--- src/rtl/iomem_dma.sv ---
// Word-granular memory-to-memory copy engine on a valid/ready bus.
// One read then one write per word, back to back, with a stall timeout and a word-boundary abort.
module iomem_dma #(
    parameter int TIMEOUT = 1024
) (
    input  logic        clk,
    input  logic        resetn,
    input  logic        start,
    input  logic [31:0] src_addr,
    input  logic [31:0] dst_addr,
    input  logic [15:0] len,
    input  logic        src_inc,
    input  logic        dst_inc,
    input  logic        abort,
    output logic        busy,
    output logic        done,
    output logic        error,
    output logic [15:0] xfer_count,
    output logic        mem_valid,
    input  logic        mem_ready,
    output logic [3:0]  mem_wstrb,
    output logic [31:0] mem_addr,
    output logic [31:0] mem_wdata,
    input  logic [31:0] mem_rdata
);

    localparam logic [1:0] S_IDLE = 2'd0;
    localparam logic [1:0] S_RD   = 2'd1;
    localparam logic [1:0] S_WR   = 2'd2;
    localparam logic [1:0] S_FIN  = 2'd3;

    localparam int SW = (TIMEOUT > 1) ? $clog2(TIMEOUT) : 1;
    localparam logic [SW-1:0] STALL_MAX = SW'(TIMEOUT - 1);

    logic [1:0]    r_state;
    logic [31:0]   r_src;
    logic [31:0]   r_dst;
    logic [15:0]   r_remain;
    logic          r_src_inc;
    logic          r_dst_inc;
    logic          r_abort;
    logic [SW-1:0] r_stall;
    logic [31:0]   r_data;
    logic          r_busy;
    logic          r_done;
    logic          r_error;
    logic [15:0]   r_xfer_count;
    logic          r_mem_valid;
    logic [3:0]    r_mem_wstrb;
    logic [31:0]   r_mem_addr;

    logic [31:0] w_src_next;
    logic [31:0] w_dst_next;
    logic [31:0] w_src_al;
    logic        w_last;
    logic        w_stall_max;

    assign w_src_next  = r_src + (r_src_inc ? 32'd4 : 32'd0);
    assign w_dst_next  = r_dst + (r_dst_inc ? 32'd4 : 32'd0);
    assign w_src_al    = {src_addr[31:2], 2'b00};
    // An abort arriving in the very cycle of the write handshake still counts.
    assign w_last      = (r_remain == 16'd1) || r_abort || abort;
    assign w_stall_max = (r_stall == STALL_MAX);

    always_ff @(posedge clk) begin
        if (!resetn) begin
            r_state      <= S_IDLE;
            r_src        <= 32'd0;
            r_dst        <= 32'd0;
            r_remain     <= 16'd0;
            r_src_inc    <= 1'b0;
            r_dst_inc    <= 1'b0;
            r_abort      <= 1'b0;
            r_stall      <= '0;
            r_data       <= 32'd0;
            r_busy       <= 1'b0;
            r_done       <= 1'b0;
            r_error      <= 1'b0;
            r_xfer_count <= 16'd0;
            r_mem_valid  <= 1'b0;
            r_mem_wstrb  <= 4'd0;
            r_mem_addr   <= 32'd0;
        end else begin
            r_done <= 1'b0;
            if (r_busy && abort) begin
                r_abort <= 1'b1;
            end
            case (r_state)
                S_IDLE, S_FIN: begin
                    if (r_state == S_FIN) begin
                        r_done <= 1'b1;
                        r_busy <= 1'b0;
                    end
                    r_state <= S_IDLE;
                    // FIN shares the start path so a back-to-back request is never dropped.
                    if (start) begin
                        r_src        <= w_src_al;
                        r_dst        <= {dst_addr[31:2], 2'b00};
                        r_remain     <= len;
                        r_src_inc    <= src_inc;
                        r_dst_inc    <= dst_inc;
                        r_abort      <= 1'b0;
                        r_stall      <= '0;
                        r_data       <= 32'd0;
                        r_busy       <= 1'b1;
                        r_error      <= 1'b0;
                        r_xfer_count <= 16'd0;
                        if (len == 16'd0) begin
                            r_state <= S_FIN;
                        end else begin
                            r_state     <= S_RD;
                            r_mem_valid <= 1'b1;
                            r_mem_wstrb <= 4'd0;
                            r_mem_addr  <= w_src_al;
                        end
                    end
                end
                S_RD: begin
                    if (mem_ready) begin
                        r_stall     <= '0;
                        r_data      <= mem_rdata;
                        r_state     <= S_WR;
                        r_mem_wstrb <= 4'hF;
                        r_mem_addr  <= r_dst;
                    end else if (w_stall_max) begin
                        r_stall     <= '0;
                        r_error     <= 1'b1;
                        r_state     <= S_FIN;
                        r_mem_valid <= 1'b0;
                        r_mem_wstrb <= 4'd0;
                        r_mem_addr  <= 32'd0;
                        r_data      <= 32'd0;
                    end else begin
                        r_stall <= r_stall + 1'b1;
                    end
                end
                S_WR: begin
                    if (mem_ready) begin
                        r_stall      <= '0;
                        r_xfer_count <= r_xfer_count + 16'd1;
                        r_remain     <= r_remain - 16'd1;
                        r_src        <= w_src_next;
                        r_dst        <= w_dst_next;
                        r_data       <= 32'd0;
                        r_mem_wstrb  <= 4'd0;
                        if (w_last) begin
                            r_state     <= S_FIN;
                            r_mem_valid <= 1'b0;
                            r_mem_addr  <= 32'd0;
                        end else begin
                            r_state    <= S_RD;
                            r_mem_addr <= w_src_next;
                        end
                    end else if (w_stall_max) begin
                        r_stall     <= '0;
                        r_error     <= 1'b1;
                        r_state     <= S_FIN;
                        r_mem_valid <= 1'b0;
                        r_mem_wstrb <= 4'd0;
                        r_mem_addr  <= 32'd0;
                        r_data      <= 32'd0;
                    end else begin
                        r_stall <= r_stall + 1'b1;
                    end
                end
                default: r_state <= S_IDLE;
            endcase
        end
    end

    assign busy       = r_busy;
    assign done       = r_done;
    assign error      = r_error;
    assign xfer_count = r_xfer_count;
    assign mem_valid  = r_mem_valid;
    assign mem_wstrb  = r_mem_wstrb;
    assign mem_addr   = r_mem_addr;
    assign mem_wdata  = r_data;

endmodule

--- config.mk ---
export PLATFORM = sky130hd
export DESIGN_NAME = iomem_dma
export DESIGN_NICKNAME = d
export VERILOG_FILES = /design/src/rtl/iomem_dma.sv
export SDC_FILE = /design/constraint.sdc
export NUM_CORES = 1
export LEC_CHECK = 0
export CORE_UTILIZATION = 45
export DETAILED_ROUTE_END_ITERATION = 8
export PLACE_DENSITY = 0.77
export SLEW_MARGIN = 20
export SYNTH_ARGS = -nofsm -noshare
export SYNTH_HDL_FRONTEND = slang
export SYNTH_SLANG_ARGS = --single-unit
--- constraint.sdc ---
create_clock -name clk -period 2.6 [get_ports clk]
set_input_delay 0.52 -clock clk [delete_from_list [all_inputs] [get_ports clk]]
set_output_delay 0.52 -clock clk [all_outputs]
set_load 0.01 [all_outputs]
Word-level counts from Yosys, hierarchy flattened --
Index checks and enable logic that the tools add are counted.
Word-level totals: input port bits 119, output and inout port bits 88, flip-flop bits (word level) 183, logic and storage cells 109
Operators by class: multiplexer cells 60, $add $sub $neg 5, eq/ne operators 12, reduce and logical (&&, ||, !) cells 16
Operators with widths (count):
- 32-bit 2-to-1 mux | 14
- 32-bit case mux with 3 select lines | 2
- 32-bit case mux with 2 select lines | 2
- 32-bit by 3-bit adder with 32-bit output | 2
- 16-bit 2-to-1 mux | 4
- 16-bit case mux with 2 select lines | 2
- 10-bit 2-to-1 mux | 3
- 4-bit 2-to-1 mux | 5
- 10-bit case mux with 2 select lines | 1
- 16-bit by 1-bit adder with 16-bit output, second input constant | 1
- 16-bit by 1-bit equality test with 1-bit output, second input constant | 1
- 16-bit zero test | 1
- 16-bit by 1-bit subtractor with 16-bit output, second input constant | 1
- 1-bit 2-to-1 mux | 15
- 2-bit 2-to-1 mux | 6
- 4-bit case mux with 3 select lines | 1
- 10-bit by 1-bit adder with 10-bit output, second input constant | 1
- 10-bit equality test, second input constant | 1
- 2-bit inequality test, second input constant | 5
- 2-bit AND reduction | 4
- 3-bit 2-to-1 mux | 2
- 2-bit case mux with 3 select lines | 1
- 3-bit AND reduction | 2
- 2-bit equality test, second input constant | 2
- 11 further kinds | 14

Logic depth before layout (Yosys ltp) --
word-level depth 6, mapped depth 11

Least setup slack after synthesis --
No wires, ideal clock.
path kind reg2reg, start point reg r_state[0], end point reg r_mem_addr[14], in the netlist mem_addr[14], arrival time 2.335 ns, stages on the path, launching flop included 11, path slack 0.140 ns, buffers on the path 2, required time 2.475 ns, period minus slack after synthesis 2.460 ns, setup time 0.125 ns, path through dfxtp_1 > inv_1 > ha_1 > buf_2 > or2_2 > or4_1 > o31ai_1 > nor2_1 > buf_2 > a32oi_1 > o21ai_0
On the way: longest elaborated chain between the ends 4, elaborated cells between the ends (all ways) 9, classes of those cells 5 x eq/ne; 1 x mux; 3 x reduce/logical
RTL lines:
- start: declaration | RTL line 35 | logic [1:0] r_state;
- start signal: assignment | RTL line 67 | r_state <= S_IDLE;
- start signal: assignment | RTL line 94 | r_state <= S_IDLE;
- start signal: assignment | RTL line 109 | r_state <= S_FIN;
- 2-bit equality test or 2-bit zero test (tied branches) | RTL line 88 | case (r_state)
- 2-bit OR reduction | RTL line 88
- 2-bit inequality test (no source line)
- 2-bit AND reduction (no source line)
- end signal: assignment | RTL line 114 | r_mem_addr <= w_src_al;
- end signal: assignment | RTL line 124 | r_mem_addr <= r_dst;
- end signal: assignment | RTL line 152 | r_mem_addr <= w_src_next;
- end: declaration | RTL line 50 | logic [31:0] r_mem_addr;
Several ways; a longest one is shown, not always the timed one. A chain may end at the register's enable or synchronous reset.

Worst setup path in the final report --
start point reg r_src_inc, end point reg r_mem_addr[18], in the netlist mem_addr[18]
On the way: longest elaborated chain between the ends 5
RTL lines:
- start: declaration | RTL line 39 | logic r_src_inc;
- start signal: assignment | RTL line 100 | r_src_inc <= src_inc;
- 3-bit 2-to-1 mux | RTL line 58 | assign w_src_next = r_src + (r_src_inc ? 32'd4 : 32'd0);
- 32-bit by 3-bit adder with 32-bit output | RTL line 58
- 32-bit 2-to-1 mux | RTL line 146 | if (w_last) begin
- 32-bit 2-to-1 mux | RTL line 138 | if (mem_ready) begin
- 32-bit case mux with 3 select lines | RTL line 88
Every way passes these cells.

==> reports/results.txt <==
Nature of the critical path startpoint - flop
Vias in the first global route - 9737
Initial antenna violation count - 0
RSZ-0062 raised after global routing - false
Count leader, synth - dfxtp_1
Biggest cell delay along the critical path - 0.54 ns
Data required time at the worst endpoint - 2.93 ns
Worst clock skew - 0.01314 ns
Critical Path End - mem_addr[18]
PD cells - 574.8 nW/um^2
Mapped Nets - 1442
Antenna-violating nets left - 0
CTS tree - built
Crit Path Max Fanout - 4
CP top delay family - simple AND/OR/NAND/NOR gates
Adder-Cell Fraction of Synth Area - 1.377%
Peak supply drop - 0.4266 mV
Synth Flop Type - dfxtp_1
Post-synthesis xor/xnor area fraction - 3.330%
Final Util - 60.72%
Top-area cell type share of the netlist area - 35.85%
Final cell count without fillers - 1806
Top cells by count, synth - dfxtp_1 (179), nor2_1 (148), a21oi_1 (126), nand2_1 (114), o21ai_0 (96)
Fraction of registers with async set/reset - 0%
Gate power share - 22.8%
Relative slew margins - 51.13%
Yosys top cell by area - dfxtp_1
Mux contribution to synthesized area - 1.139%
Avg Inst Size Synth - 7.619 um^2
Placed Instances - 1774
Antenna Diode Count - 0
Ys Warns - 0
Clock root cell - clkbuf_16
TritonRoute pass-1 iters - 7
First-pass GRT wire length - 50540 um
Critical R2R Launch - r_src_inc
CP Depth - 7
Arrival time at the worst endpoint - 2.75 ns
Max Root-Sink Buffers - 2
Clock power frac - 35.1%
Post-synthesis simple-gate area fraction - 25.84%
CP Capture Type - flop
Max Slew Vio Count - 0
CTS buffer count - 17
DRT Wirelength - 31780 um
Critical-path top delay cell - or3_2
Leak - 0.004797 uW
Synthesized flop and latch total - 179
Nets - 1643
Final Cycle Share - 93.08%
F_max - 0.4132 GHz
Synth unique cells - 70
Full die area - 22810 um^2
Detailed-route DRC error count - 0
Sequential fraction of the synthesis area - 35.85%
Fin Setup TNS - 0 ns
Final Setup Violations - 0
Status - finished, final reports clean
Clk_lat worst skew - 0.44 ns
Fin worst setup slack - 0.1799 ns
Final GP Congestion - 0.9247
Post-DP HPWL - 22440 um
Via Count - 10730
Worst Reg-to-Reg Cells - 7
Hold crit path type - reg2reg
Share of cells above drive strength 1 - 10.03%
Area Growth Syn to Fin - 32.57%
Setup slack, reg-to-reg - 0.18 ns
Hold_ws - 0.4334 ns
Synth Area in Compound Gates - 26.44%
Sw Ratio - 32.07%
Slew @ Worst Pin - 0.7287 ns
Hold buffers post-CTS - 0
WP buf/inv - 0
Pre-CTS setup slack - -0.07209 ns
Ports - 207
CTS sink cnt - 179
Critical path cell sequence - ha_1 > nand3_1 > or3_1 > or3_2 > xnor2_1 > a32oi_1 > nand2_1
Synth Instances - 1312
Worst r2r dst - mem_addr[18]
Synth top area cells - dfxtp_1 (36%), a21oi_1 (6.3%), nor2_1 (5.6%), o21ai_0 (4.8%), nand2_1 (4.3%)
MaxCap Viol Count - 0
Critical path class - reg2reg
Post-synth EDFFs - 0
Starting Density - 45.80%
Endpoints failing hold - 0
Pin count of the biggest net entering global routing - 103
Sequential power share - 42.1%
Port Buffers - 202
Largest family of logic cells by synthesized area - compound AO/OA/AOI/OAI gates
Mapped Area - 9996 um^2
Hold Path Cell Cnt - 2
Worst setup path start - r_src_inc
WL per Instance - 17.60 um
Gr usage total - 27.94%
Htree depth - 4
Std cell rows - 54
Core area - 21820 um^2
Net Sw Power - 2443 uW
Vias per inst - 5.942
1st-iter DRT viols - 1009
Internal Pwr Total - 5174 uW
Crit path time final - 2.420 ns
GRT Residual Overflow - 0
Die H - 151.0 um
CTS clk-pin slew, worst paths - 0.07 ns
Die Width - 151.0 um
[routing by layer]
metal | global-route usage [%] | share of wire [%]
met1 | 38.42 | 43
met2 | 43.69 | 46
met3 | 3.946 | 7.7
met4 | 11.50 | 2.8
met5 | 0 | 0
[cells in the final DEF, fill, tap and decap left out, types with 6 or more instances in the layout]
master | Yosys | final
and4_1 | 7 | 7
a221oi_1 | 16 | 16
nor2_1 | 148 | 148
o211ai_1 | 12 | 12
a31oi_1 | 16 | 16
a21oi_1 | 126 | 126
inv_1 | 38 | 36
clkdlybuf4s50_1 | 0 | 201
nand2_1 | 114 | 114
dfxtp_1 | 179 | 179
and2_1 | 15 | 15
xor2_1 | 14 | 14
nor3_1 | 40 | 39
nand2b_1 | 25 | 25
a2111oi_0 | 6 | 6
nand4_1 | 25 | 25
mux2i_1 | 8 | 8
o31ai_1 | 7 | 6
a21o_1 | 9 | 9
buf_12 | 0 | 7
a211oi_1 | 13 | 13
o22ai_1 | 28 | 28
or2_2 | 7 | 7
o21ai_0 | 96 | 96
or3_1 | 19 | 18
clkbuf_16 | 0 | 17
and3_1 | 18 | 18
nor2b_1 | 22 | 22
a22oi_1 | 39 | 39
xnor2_1 | 24 | 24
o221a_2 | 7 | 7
nand3_1 | 43 | 43
nor4_1 | 10 | 10
buf_4 | 1 | 74
ha_1 | 11 | 10
[state kept, by name, summed over array words and instances (netlist names), 2 cells and up]
name	count
xfer_count	16
r_stall	10
mem_addr	32
mem_wstrb	4
r_state	2
r_remain	16
r_dst	30
r_src	30
mem_wdata	32
[repair_timing]
| action | 4_1_cts | 5_1_grt |
|---|---|---|
| endpoints found under the hold margin | 0 | 0 |
| gates resized for setup | 0 | 3 |
| buffers inserted | 0 | 0 |
| endpoints found under the setup margin | 0 | 6 |
[worst register-to-register path, cell delays in order, from the launching register on]
cell and delay (ns):
dfxtp_1 0.42, ha_1 0.21, nand3_1 0.18, or3_1 0.50, or3_2 0.54, xnor2_1 0.19
a32oi_1 0.22, nand2_1 0.06
[metrics by stage]
stage | area [um^2] | power (uW)
after global placement | 12630 | 4920
after CTS | 13240 | 7618
final | 13250 | 7617
after detailed placement | 12630 | 4964
after global routing | 13250 | 7960
after floorplan | 9996 | 4177
[final cells by class]
| cell class | count | area [um^2] |
|---|---|---|
| Clock buffer | 17 | 425.4 |
| Clock inverter | 15 | 185.2 |
| Fill cell | 1948 | 8572 |
| Inverter | 38 | 142.6 |
| Multi-Input combinational cell | 993 | 5841 |
| Sequential cell | 179 | 3583 |
| Tap cell | 280 | 350.3 |
| Timing Repair Buffer | 284 | 2724 |
[cells by family (layout without fill, tap and decap cells)]
| group | after synthesis | after routing |
|---|---|---|
| AND/OR/NAND/NOR | 515 | 515 |
| AO/OA/AOI/OAI | 418 | 418 |
| flip-flops | 179 | 179 |
| buffers and inverters | 140 | 354 |
| XOR/XNOR | 38 | 38 |
| adder cells (fa/ha/maj) | 11 | 11 |
| multiplexers | 11 | 11 |
[power groups by stage]
stage	clock, uW	combinational (uW)	sequential, uW
after floorplan	0	962	3210
after global placement	0	1670	3250
after detailed placement	0	1710	3260
after CTS	2700	1720	3200
after global routing	2830	1900	3240
final	2670	1740	3210
[worst min-delay path by stage]
stage                            from  slack (ns)           to
after floorplan             r_dst_inc        0.44    r_dst_inc
after global placement    mem_addr[1]        0.42  mem_addr[1]
after detailed placement  mem_addr[1]        0.43  mem_addr[1]
after CTS                 mem_addr[1]        0.44  mem_addr[1]
after global routing      mem_addr[1]        0.45  mem_addr[1]
final                     mem_addr[1]        0.43  mem_addr[1]
(Power assumes the default switching activity.)
